### src/rtl/fetch_pkg.sv
// rtl/fetch_pkg.sv - shared types, constants and PC helper for the fetch front end
package fetch_pkg;

  localparam int FETCH_XLEN = 32;
  localparam logic [FETCH_XLEN-1:0] NOP_INSTR = 32'h0000_0013;

  typedef struct packed {
    logic [FETCH_XLEN-1:0] pc;
    logic [FETCH_XLEN-1:0] instr;
    logic                  fault;
  } fetch_entry_t;

  function automatic logic [FETCH_XLEN-1:0] pc_inc(input logic [FETCH_XLEN-1:0] pc);
    return pc + FETCH_XLEN'(4);
  endfunction

endpackage

### src/rtl/fetch_if.sv
// rtl/fetch_if.sv - request/grant instruction-memory port with in-order responses
interface fetch_if #(
  parameter int XLEN = 32
) ();
  logic            req;
  logic [XLEN-1:0] addr;
  logic            gnt;
  logic            rvalid;
  logic [XLEN-1:0] rdata;

  modport master (output req, addr, input gnt, rvalid, rdata);
  modport slave  (input req, addr, output gnt, rvalid, rdata);
endinterface

### src/rtl/fetch_fifo.sv
// rtl/fetch_fifo.sv - circular prefetch queue of fetch entries with synchronous clear
module fetch_fifo
  import fetch_pkg::*;
#(
  parameter int DEPTH = 4,
  localparam int PW = $clog2(DEPTH),
  localparam int CW = $clog2(DEPTH + 1)
) (
  input  logic         clk,
  input  logic         arst,
  input  logic         clear,
  input  logic         push,
  input  fetch_entry_t push_entry,
  input  logic         pop,
  output fetch_entry_t head,
  output logic [CW-1:0] occupancy
);

  fetch_entry_t  mem_q [DEPTH];
  logic [PW-1:0] wr_q, wr_d, rd_q, rd_d;
  logic [CW-1:0] count_q, count_d;
  logic          do_push, do_pop;

  always_comb begin
    do_push = push && !clear && (count_q != CW'(DEPTH));
    do_pop  = pop && !clear && (count_q != '0);
    wr_d    = wr_q;
    rd_d    = rd_q;
    count_d = count_q;
    if (clear) begin
      wr_d    = '0;
      rd_d    = '0;
      count_d = '0;
    end else begin
      if (do_push) wr_d = wr_q + PW'(1);
      if (do_pop)  rd_d = rd_q + PW'(1);
      count_d = count_q + CW'(do_push) - CW'(do_pop);
    end
  end

  always_ff @(posedge clk or posedge arst) begin
    if (arst) begin
      wr_q    <= '0;
      rd_q    <= '0;
      count_q <= '0;
    end else begin
      wr_q    <= wr_d;
      rd_q    <= rd_d;
      count_q <= count_d;
    end
  end

  // Payload storage needs no reset: the head is only consumed while occupancy is non-zero.
  always_ff @(posedge clk) begin
    if (do_push) mem_q[wr_q] <= push_entry;
  end

  assign head      = mem_q[rd_q];
  assign occupancy = count_q;

endmodule

### src/rtl/fetch_unit.sv
// rtl/fetch_unit.sv - prefetching IF stage with credit-based issue and redirect drop; option FETCH_ALIGN_CHK_EN
module fetch_unit
  import fetch_pkg::*;
#(
  parameter int              XLEN            = FETCH_XLEN,
  parameter int              DEPTH           = 4,
  parameter int              MAX_OUTSTANDING = 2,
  parameter logic [XLEN-1:0] RESET_PC        = '0
) (
  input  logic            clk,
  input  logic            arst,
  input  logic            redirect_i,
  input  logic [XLEN-1:0] redirect_pc_i,
  fetch_if.master         imem,
  output logic            instr_valid_o,
  output logic [XLEN-1:0] instr_o,
  output logic [XLEN-1:0] pc_o,
  input  logic            instr_ready_i
`ifdef FETCH_ALIGN_CHK_EN
  ,
  output logic            instr_fault_o
`endif
);

  localparam int CW = $clog2(DEPTH + 1);
  localparam int UW = CW + 1;

  logic [XLEN-1:0] fetch_pc_q, fetch_pc_d, resp_pc_q, resp_pc_d, fault_pc_q, fault_pc_d;
  logic [CW-1:0]   outstanding_q, outstanding_d, drop_cnt_q, drop_cnt_d;
  logic            halt_q, halt_d, fault_pend_q, fault_pend_d;
  logic [CW-1:0]   occupancy;
  logic [UW-1:0]   in_use;
  logic            issue, push, pop, clear, misaligned;
  logic [XLEN-1:0] target_pc;
  fetch_entry_t    push_entry, head;

`ifdef FETCH_ALIGN_CHK_EN
  assign misaligned = |redirect_pc_i[1:0];
`else
  assign misaligned = 1'b0;
`endif
  assign target_pc = {redirect_pc_i[XLEN-1:2], 2'b00};

  // Words already granted but not yet returned are counted as occupied slots,
  // so a response that is not being dropped can always be written.
  assign in_use = UW'(occupancy) + UW'(outstanding_q) - UW'(drop_cnt_q);
  assign issue  = !arst && !redirect_i && !halt_q
                  && (outstanding_q < CW'(MAX_OUTSTANDING))
                  && (in_use < UW'(DEPTH));

  assign imem.req  = issue;
  assign imem.addr = fetch_pc_q;

  always_comb begin
    fetch_pc_d    = fetch_pc_q;
    resp_pc_d     = resp_pc_q;
    outstanding_d = outstanding_q;
    drop_cnt_d    = drop_cnt_q;
    halt_d        = halt_q;
    fault_pend_d  = 1'b0;
    fault_pc_d    = fault_pc_q;
    clear         = 1'b0;
    push          = 1'b0;
    pop           = instr_valid_o && instr_ready_i;
    push_entry    = '{pc: resp_pc_q, instr: imem.rdata, fault: 1'b0};

    if (issue && imem.gnt) begin
      fetch_pc_d    = pc_inc(fetch_pc_q);
      outstanding_d = outstanding_q + CW'(1);
    end
    if (imem.rvalid) begin
      outstanding_d = outstanding_d - CW'(1);
      if (drop_cnt_q != '0) begin
        drop_cnt_d = drop_cnt_q - CW'(1);
      end else begin
        push      = 1'b1;
        resp_pc_d = pc_inc(resp_pc_q);
      end
    end
    if (fault_pend_q) begin
      push       = 1'b1;
      push_entry = '{pc: fault_pc_q, instr: NOP_INSTR, fault: 1'b1};
    end

    // Everything still in flight after this cycle belongs to the old stream.
    if (redirect_i) begin
      clear        = 1'b1;
      push         = 1'b0;
      pop          = 1'b0;
      fetch_pc_d   = target_pc;
      resp_pc_d    = target_pc;
      drop_cnt_d   = outstanding_d;
      halt_d       = misaligned;
      fault_pend_d = misaligned;
      fault_pc_d   = redirect_pc_i;
    end
  end

  always_ff @(posedge clk or posedge arst) begin
    if (arst) begin
      fetch_pc_q    <= RESET_PC;
      resp_pc_q     <= RESET_PC;
      fault_pc_q    <= '0;
      outstanding_q <= '0;
      drop_cnt_q    <= '0;
      halt_q        <= 1'b0;
      fault_pend_q  <= 1'b0;
    end else begin
      fetch_pc_q    <= fetch_pc_d;
      resp_pc_q     <= resp_pc_d;
      fault_pc_q    <= fault_pc_d;
      outstanding_q <= outstanding_d;
      drop_cnt_q    <= drop_cnt_d;
      halt_q        <= halt_d;
      fault_pend_q  <= fault_pend_d;
    end
  end

  fetch_fifo #(
    .DEPTH (DEPTH)
  ) u_fifo (
    .clk        (clk),
    .arst       (arst),
    .clear      (clear),
    .push       (push),
    .push_entry (push_entry),
    .pop        (pop),
    .head       (head),
    .occupancy  (occupancy)
  );

  assign instr_valid_o = (occupancy != '0);
  assign instr_o       = instr_valid_o ? head.instr : '0;
  assign pc_o          = instr_valid_o ? head.pc : '0;

`ifdef FETCH_ALIGN_CHK_EN
  assign instr_fault_o = instr_valid_o && head.fault;
`else
  logic unused_fault;
  assign unused_fault = head.fault;
`endif

endmodule

### src/flat_wrapper.sv
// flat-port wrapper written by rule: the top's interface ports become plain ports
module fetch_unit_flat import fetch_pkg::*;
#(
  parameter int              XLEN            = FETCH_XLEN,
  parameter int              DEPTH           = 4,
  parameter int              MAX_OUTSTANDING = 2,
  parameter logic [XLEN-1:0] RESET_PC        = '0
)
  (clk, arst, redirect_i, redirect_pc_i, instr_valid_o, instr_o, pc_o, instr_ready_i, imem_req, imem_addr, imem_gnt, imem_rvalid, imem_rdata);
  fetch_if #(.XLEN(XLEN)) imem_i ();
  input  logic clk;
  input  logic arst;
  input  logic redirect_i;
  input  logic [XLEN-1:0] redirect_pc_i;
  output logic instr_valid_o;
  output logic [XLEN-1:0] instr_o;
  output logic [XLEN-1:0] pc_o;
  input  logic instr_ready_i;
  output wire logic [$bits(imem_i.req)-1:0] imem_req;
  output wire logic [$bits(imem_i.addr)-1:0] imem_addr;
  input wire logic [$bits(imem_i.gnt)-1:0] imem_gnt;
  input wire logic [$bits(imem_i.rvalid)-1:0] imem_rvalid;
  input wire logic [$bits(imem_i.rdata)-1:0] imem_rdata;
  assign imem_req = imem_i.req;
  assign imem_addr = imem_i.addr;
  assign imem_i.gnt = imem_gnt;
  assign imem_i.rvalid = imem_rvalid;
  assign imem_i.rdata = imem_rdata;
  fetch_unit #(.XLEN(XLEN), .DEPTH(DEPTH), .MAX_OUTSTANDING(MAX_OUTSTANDING), .RESET_PC(RESET_PC)) u_core (.clk(clk), .arst(arst), .redirect_i(redirect_i), .redirect_pc_i(redirect_pc_i), .imem(imem_i), .instr_valid_o(instr_valid_o), .instr_o(instr_o), .pc_o(pc_o), .instr_ready_i(instr_ready_i));
endmodule
### config.mk
export PLATFORM = sky130hd
export DESIGN_NAME = fetch_unit_flat
export DESIGN_NICKNAME = d
export VERILOG_FILES = /design/src/rtl/fetch_pkg.sv /design/src/rtl/fetch_if.sv /design/src/rtl/fetch_fifo.sv /design/src/rtl/fetch_unit.sv /design/src/flat_wrapper.sv
export SDC_FILE = /design/constraint.sdc
export NUM_CORES = 1
export LEC_CHECK = 0
export CELL_PAD_IN_SITES_DETAIL_PLACEMENT = 0
export CELL_PAD_IN_SITES_GLOBAL_PLACEMENT = 2
export CORE_UTILIZATION = 43
export DETAILED_ROUTE_END_ITERATION = 7
export PLACE_DENSITY = 0.89
export SLEW_MARGIN = 10
export SYNTH_ARGS = -nofsm -noshare
export SYNTH_HDL_FRONTEND = slang
export SYNTH_SLANG_ARGS = --single-unit
### constraint.sdc
create_clock -name clk -period 9.7 [get_ports clk]
set_clock_uncertainty 0.15 [all_clocks]
set_input_delay 1.455 -clock clk [delete_from_list [all_inputs] [get_ports clk]]
set_output_delay 1.455 -clock clk [all_outputs]
set_load 0.005 [all_outputs]
==> flow_summary.json <==
{
  "setup_viol": 0,
  "post-cts-setup-buffers": 0,
  "relSlewSlack": 0.252,
  "cp.arrival_ns": 3.46,
  "max_stage_delay_ns": 0.54,
  "irDropWorstVdd_v": 0.000168,
  "yosysMostFrequentCell": "edfxtp_1",
  "rsz0062_at_grt": "false",
  "die-height_um": 181,
  "dpl.hpwl_mm": 18.8,
  "post-route-period-util": 0.522,
  "syn_to_final_growth_pct": 22.4,
  "cp_max_fo": 8,
  "synth.distinct_cells": 60,
  "powerDensity_nw_per_um2": 240,
  "synth_area_um2": 13800,
  "die_w_um": 181,
  "ys_seq_area_frac": 0.670,
  "grt_max_degree": 68,
  "ctsHoldBuffers": 0,
  "slew_viol_final": 0,
  "final_util": 0.535,
  "p_leak_nw": 5.70,
  "num_rows": 65,
  "dieArea_um2": 32900,
  "ys_ff_latch": 321,
  "layout-drive-gt1-share": 0.140,
  "drc_errors": 0,
  "grt_pass1_vias": 8220,
  "end_kind": "output pin",
  "cts_made_buffers": 34,
  "startpoint_type": "input port",
  "worstSetupPathType": "input port to output pin",
  "synth_area_leaders": "edfxtp_1 (54%), dfrtp_1 (13%), mux4_2 (10%)",
  "clk_pin_slew_ns": 0.06,
  "synth_warnings": 0,
  "cts.sinks": 321,
  "drv_cap": 0,
  "path_buf_inv": 2,
  "drtIter0Drc": 606,
  "grt_use_total": 0.187,
  "fp.coreArea_um2": 31600,
  "firstDrtPassIters": 5,
  "cp_slowest_cell": "clkdlybuf4s50_1",
  "antenna_found_initial": 0,
  "start_util": 0.437,
  "antenna-diode-count": 0,
  "synthTopCellsByCount": "edfxtp_1 (248), dfrtp_1 (73), and2_1 (69)",
  "grt_pass1_wl_mm": 47.4,
  "overflow": 0,
  "io_pins": 168,
  "wl_mm": 30.1,
  "synth_edf_count": 248,
  "worstSkewPairLatency_ns": 0.51,
  "nets": 1130,
  "viasPerCell": 5.51,
  "cts_max_level": 2,
  "cp_data_required_time_ns": 8.10,
  "post-route-min-period_ns": 5.06,
  "yosys.area.top_type_share": 0.538,
  "vias": 8101,
  "synth_ff_type": "edfxtp_1",
  "avgSynthCellArea_um2": 15.7,
  "fin_setup_tns_ns": 0,
  "wl_per_cell_um": 20.5,
  "crit_family": "buffers and inverters",
  "clockBufferDepth": 3,
  "tightest_slew_ns": 1.12,
  "finalHoldViolCount": 0,
  "clock.fmax_ghz": 0.198,
  "gp_congestion": 0.807,
  "synthArstFlopShare": 0.227,
  "drtAntennaViolNets": 0,
  "cts-root-buf": "clkbuf_16",
  "port_buffers": 161,
  "hold_path_class": "flip-flop to flip-flop",
  "status": "completed",
  "crit_chain": "clkdlybuf4s50_1, nor4_1, nand4_2, a21oi_1, clkdlybuf4s50_1",
  "synth_area_leader_cell": "edfxtp_1",
  "timing.hold.ws_ns": 0.387,
  "finalPower_mw": 4.06,
  "cts_tree": "built",
  "cts.repair.resized": 0,
  "postSynthCellCount": 879,
  "crit_top_cell": "clkdlybuf4s50_1"
}
## cell type report
| cell class | instances | area [um^2] |
|---|---|---|
| multi-input cells | 489 | 4280 |
| clock inverters | 21 | 199 |
| well taps | 402 | 503 |
| inverters | 25 | 93.8 |
| repair buffers | 171 | 1680 |
| fillers | 2589 | 14700 |
| clock buffers | 41 | 908 |
| flip-flops and latches | 321 | 9280 |
## per-layer routing
| layer | GRT usage | vias to the layer above | wire, um |
|---|---|---|---|
| met1 | 0.271 | 4089 | 14100 |
| met5 | 0 | - | 0 |
| met3 | 0.0355 | 43 | 1640 |
| met2 | 0.291 | 244 | 13800 |
| met4 | 0.0451 | 0 | 509 |
| li1 | - | 3725 | - |
## state kept, by name (all words and copies together) (netlist names)
register,cells
u_core.u_fifo.wr_q,2
u_core.u_fifo.occupancy,3
u_core.imem.addr,30
u_core.u_fifo.rd_q,2
u_core.u_fifo.mem_q,248
u_core.outstanding_q,3
u_core.resp_pc_q,30
u_core.drop_cnt_q,3
## where the power goes
group	total, mW	leakage [nW]	internal [mW]	switching [mW]
clock	1.27	0.541	0.752	0.522
sequential	1.66	3.11	1.56	0.0963
combinational	1.12	2.04	0.610	0.512
total	4.06	5.70	2.93	1.13
## worst paths after layout
path                                            start                    endpoint  slack [ns]  depth (start not counted)
setup / recovery                                 arst                    imem_req        4.64                          5
hold / removal                   u_core.resp_pc_q[31]  u_core.u_fifo.mem_q[0][63]        0.39                          0
setup reg to reg           u_core.u_fifo.occupancy[1]        u_core.imem.addr[12]        6.11                          9
hold reg to reg                  u_core.resp_pc_q[31]  u_core.u_fifo.mem_q[0][63]        0.39                          0
max in group asynchronous                        arst       u_core.u_fifo.rd_q[0]        6.98                          3
min in group asynchronous                        arst       u_core.u_fifo.wr_q[0]        1.29                          2
## cells by family (layout without fill, tap and decap cells)
| kind of cell | after synthesis | count (layout) | synth area share |
|---|---|---|---|
| buffers and inverters | 72 | 258 | 0.0223 |
| AOI/OAI and AO/OA | 91 | 91 | 0.0459 |
| and+or+nand+nor | 264 | 264 | 0.110 |
| muxes | 70 | 70 | 0.107 |
| xor gates and xnor gates | 42 | 42 | 0.0266 |
| adders and majority gates | 18 | 18 | 0.0179 |
| other | 1 | 4 | 0.000271 |
| DFF | 321 | 321 | 0.670 |
## worst reg2reg max path, delay by kind of cell (launching register included)
| kind | cells | cell delay [ns] |
|---|---|---|
| adder cells (fa/ha/maj) | 2 | 0.83 |
| AND/OR/NAND/NOR | 2 | 0.33 |
| flip-flops | 1 | 0.41 |
| AO/OA/AOI/OAI | 3 | 1.60 |
| buffers and inverters | 2 | 0.16 |
## layout by cell type, fill, tap and decap left out, drive strengths merged, types with 17 or more instances in the layout
cell type,n
edfxtp,248
clkdlybuf4s50,160
dfrtp,73
and2,69
mux4,62
nand2,53
clkbuf,41
nand3,32
inv,25
nand4,25
o21ai,24
xor2,23
xnor2,19
o311ai,19
nor2,17
clkinv,17
## stage by stage
stage | setup WS (ns) | cells | cell area, um^2
finish | 4.64 | 1470 | 16900
global placement | 4.64 | 1408 | 15800
global route | 4.47 | 1470 | 16900
floorplan | 5.42 | 882 | 13800
detailed placement | 4.65 | 1408 | 15800
CTS | 4.63 | 1470 | 16900
Power figures use the tool's default switching activity.
==> RTL change: new RTL, config.mk and constraints unchanged <==
`DEPTH` is set to 4 in 3 places; all go to 8.
--- a/src/rtl/fetch_fifo.sv
+++ b/src/rtl/fetch_fifo.sv
@@ -2,7 +2,7 @@
 module fetch_fifo
   import fetch_pkg::*;
 #(
-  parameter int DEPTH = 4,
+  parameter int DEPTH = 8,
   localparam int PW = $clog2(DEPTH),
   localparam int CW = $clog2(DEPTH + 1)
 ) (
--- a/src/rtl/fetch_unit.sv
+++ b/src/rtl/fetch_unit.sv
@@ -3,7 +3,7 @@
   import fetch_pkg::*;
 #(
   parameter int              XLEN            = FETCH_XLEN,
-  parameter int              DEPTH           = 4,
+  parameter int              DEPTH           = 8,
   parameter int              MAX_OUTSTANDING = 2,
   parameter logic [XLEN-1:0] RESET_PC        = '0
 ) (
--- a/src/flat_wrapper.sv
+++ b/src/flat_wrapper.sv
@@ -2,7 +2,7 @@
 module fetch_unit_flat import fetch_pkg::*;
 #(
   parameter int              XLEN            = FETCH_XLEN,
-  parameter int              DEPTH           = 4,
+  parameter int              DEPTH           = 8,
   parameter int              MAX_OUTSTANDING = 2,
   parameter logic [XLEN-1:0] RESET_PC        = '0
 )
Check against the original RTL: no difference found for any inputs over 4 cycles, from zero or initial values and one cycle with arst high; that may be too few to reach the edited logic, so the function may still have changed.
==> RTL change against the original RTL <==
- sequential cell count grew 253
- global-route usage shrank 0.78 points
- setup slack lost 0.43 ns
- synthesized area grew 71%
- final area grew 64%
- combinational power grew 26%
- largest cell class unchanged
- die area grew 70%
- critical path type is now reg2out
- total power grew 60%
- wire length grew 63%
==> RTL change: results (changes against the original RTL) <==
DR vias - 12260 (was 8101)
nonclk buf count - 179 (was 171)
crit-path max FO - 75 (was 8)
Multi-In Gates - 637 (was 489)
final net count - 1569 (was 1130)
Post-synth EDFFs - 496 (was 248)
Routability Congestion - 0.7574 (was 0.8067)
Worst setup startpoint - u_core.u_fifo.rd_q[1] (was arst)
Final min period - 5.495 ns (was 5.062 ns)
Register Area - 0.01686 mm^2 (was 0.009279 mm^2)
fraction of registers with async set/reset - 13.59% (was 22.74%)
Min Hold Slack - 0.4011 ns (was 0.3874 ns)
inverters - 31 (was 25)
Yosys cell types - 67 (was 60)
reg2reg setup slack - 5.26 ns (was 6.11 ns)
ranking of synthesized cells by area - edfxtp_1 63%, mux4_2 12%, dfrtp_1 8.3%, mux2i_1 3.2%, nor2_1 1.4% (was edfxtp_1 54%, dfrtp_1 13%, mux4_2 10%, and2_1 3.1%, xor2_1 1.5%)
Worst-Skew Late Latency - 0.60 ns (was 0.51 ns)
arrival time worst endpoint - 3.89 ns (was 3.46 ns)
register area share after synthesis - 71.41% (was 67.03%)
Final Instance Area - 0.02779 mm^2 (was 0.01694 mm^2)
status - complete, no violations (unchanged)
number of global-route vias before repair - 12880 (was 8220)
final core occ - 51.43% (was 53.55%)
leakage - 8.888 nW (was 5.695 nW)
Worst slew margin - 26.14% (was 25.15%)
Non-clock buffering overhead - 6.268% (was 9.927%)
reg2reg end - u_core.u_fifo.mem_q[2][59] (was u_core.imem.addr[12])
hold_sp - u_core.imem.addr[20] (was u_core.resp_pc_q[31])
Setup Slack @ Placement - 3.682 ns (was 4.648 ns)
post-placement cell count - 2117 (was 1408)
largest net degree at the start of global routing - 76 (was 68)
synthesized flop and latch total - 574 (was 321)
Fillers - 4310 (was 2589)
RTL change: metal layers:
layer  up-vias  share of wire [%]  global-route usage, %
li1       5538                  -                      -
met1      6329                 43                  24.48
met2       334                 50                  29.79
met3        60                5.3                  3.464
met4         0                1.6                  3.778
met5         -                  0                      0
RTL change: cells by family after synthesis:
family | share of synthesized area, %
compound gates | 3.012
xor+xnor | 1.448
fa+ha+maj | 1.241
buf+inv | 1.936
flops | 71.41
mux | 15.25
other cells | 0.01590
simple gates | 5.685
RTL change: worst max-delay path: stages (launching register included):
cell and delay, ns:
dfrtp_4 1.16, buf_4 0.75, mux4_2 0.35, mux2i_1 0.09, nor2_1 0.30, clkdlybuf4s50_1 0.57
RTL change: power breakdown:
part           total, mW  internal, mW  switching (mW)
Clock               2.16          1.26           0.899
Combinational       1.41         0.779           0.629
Sequential          2.91          2.76           0.150
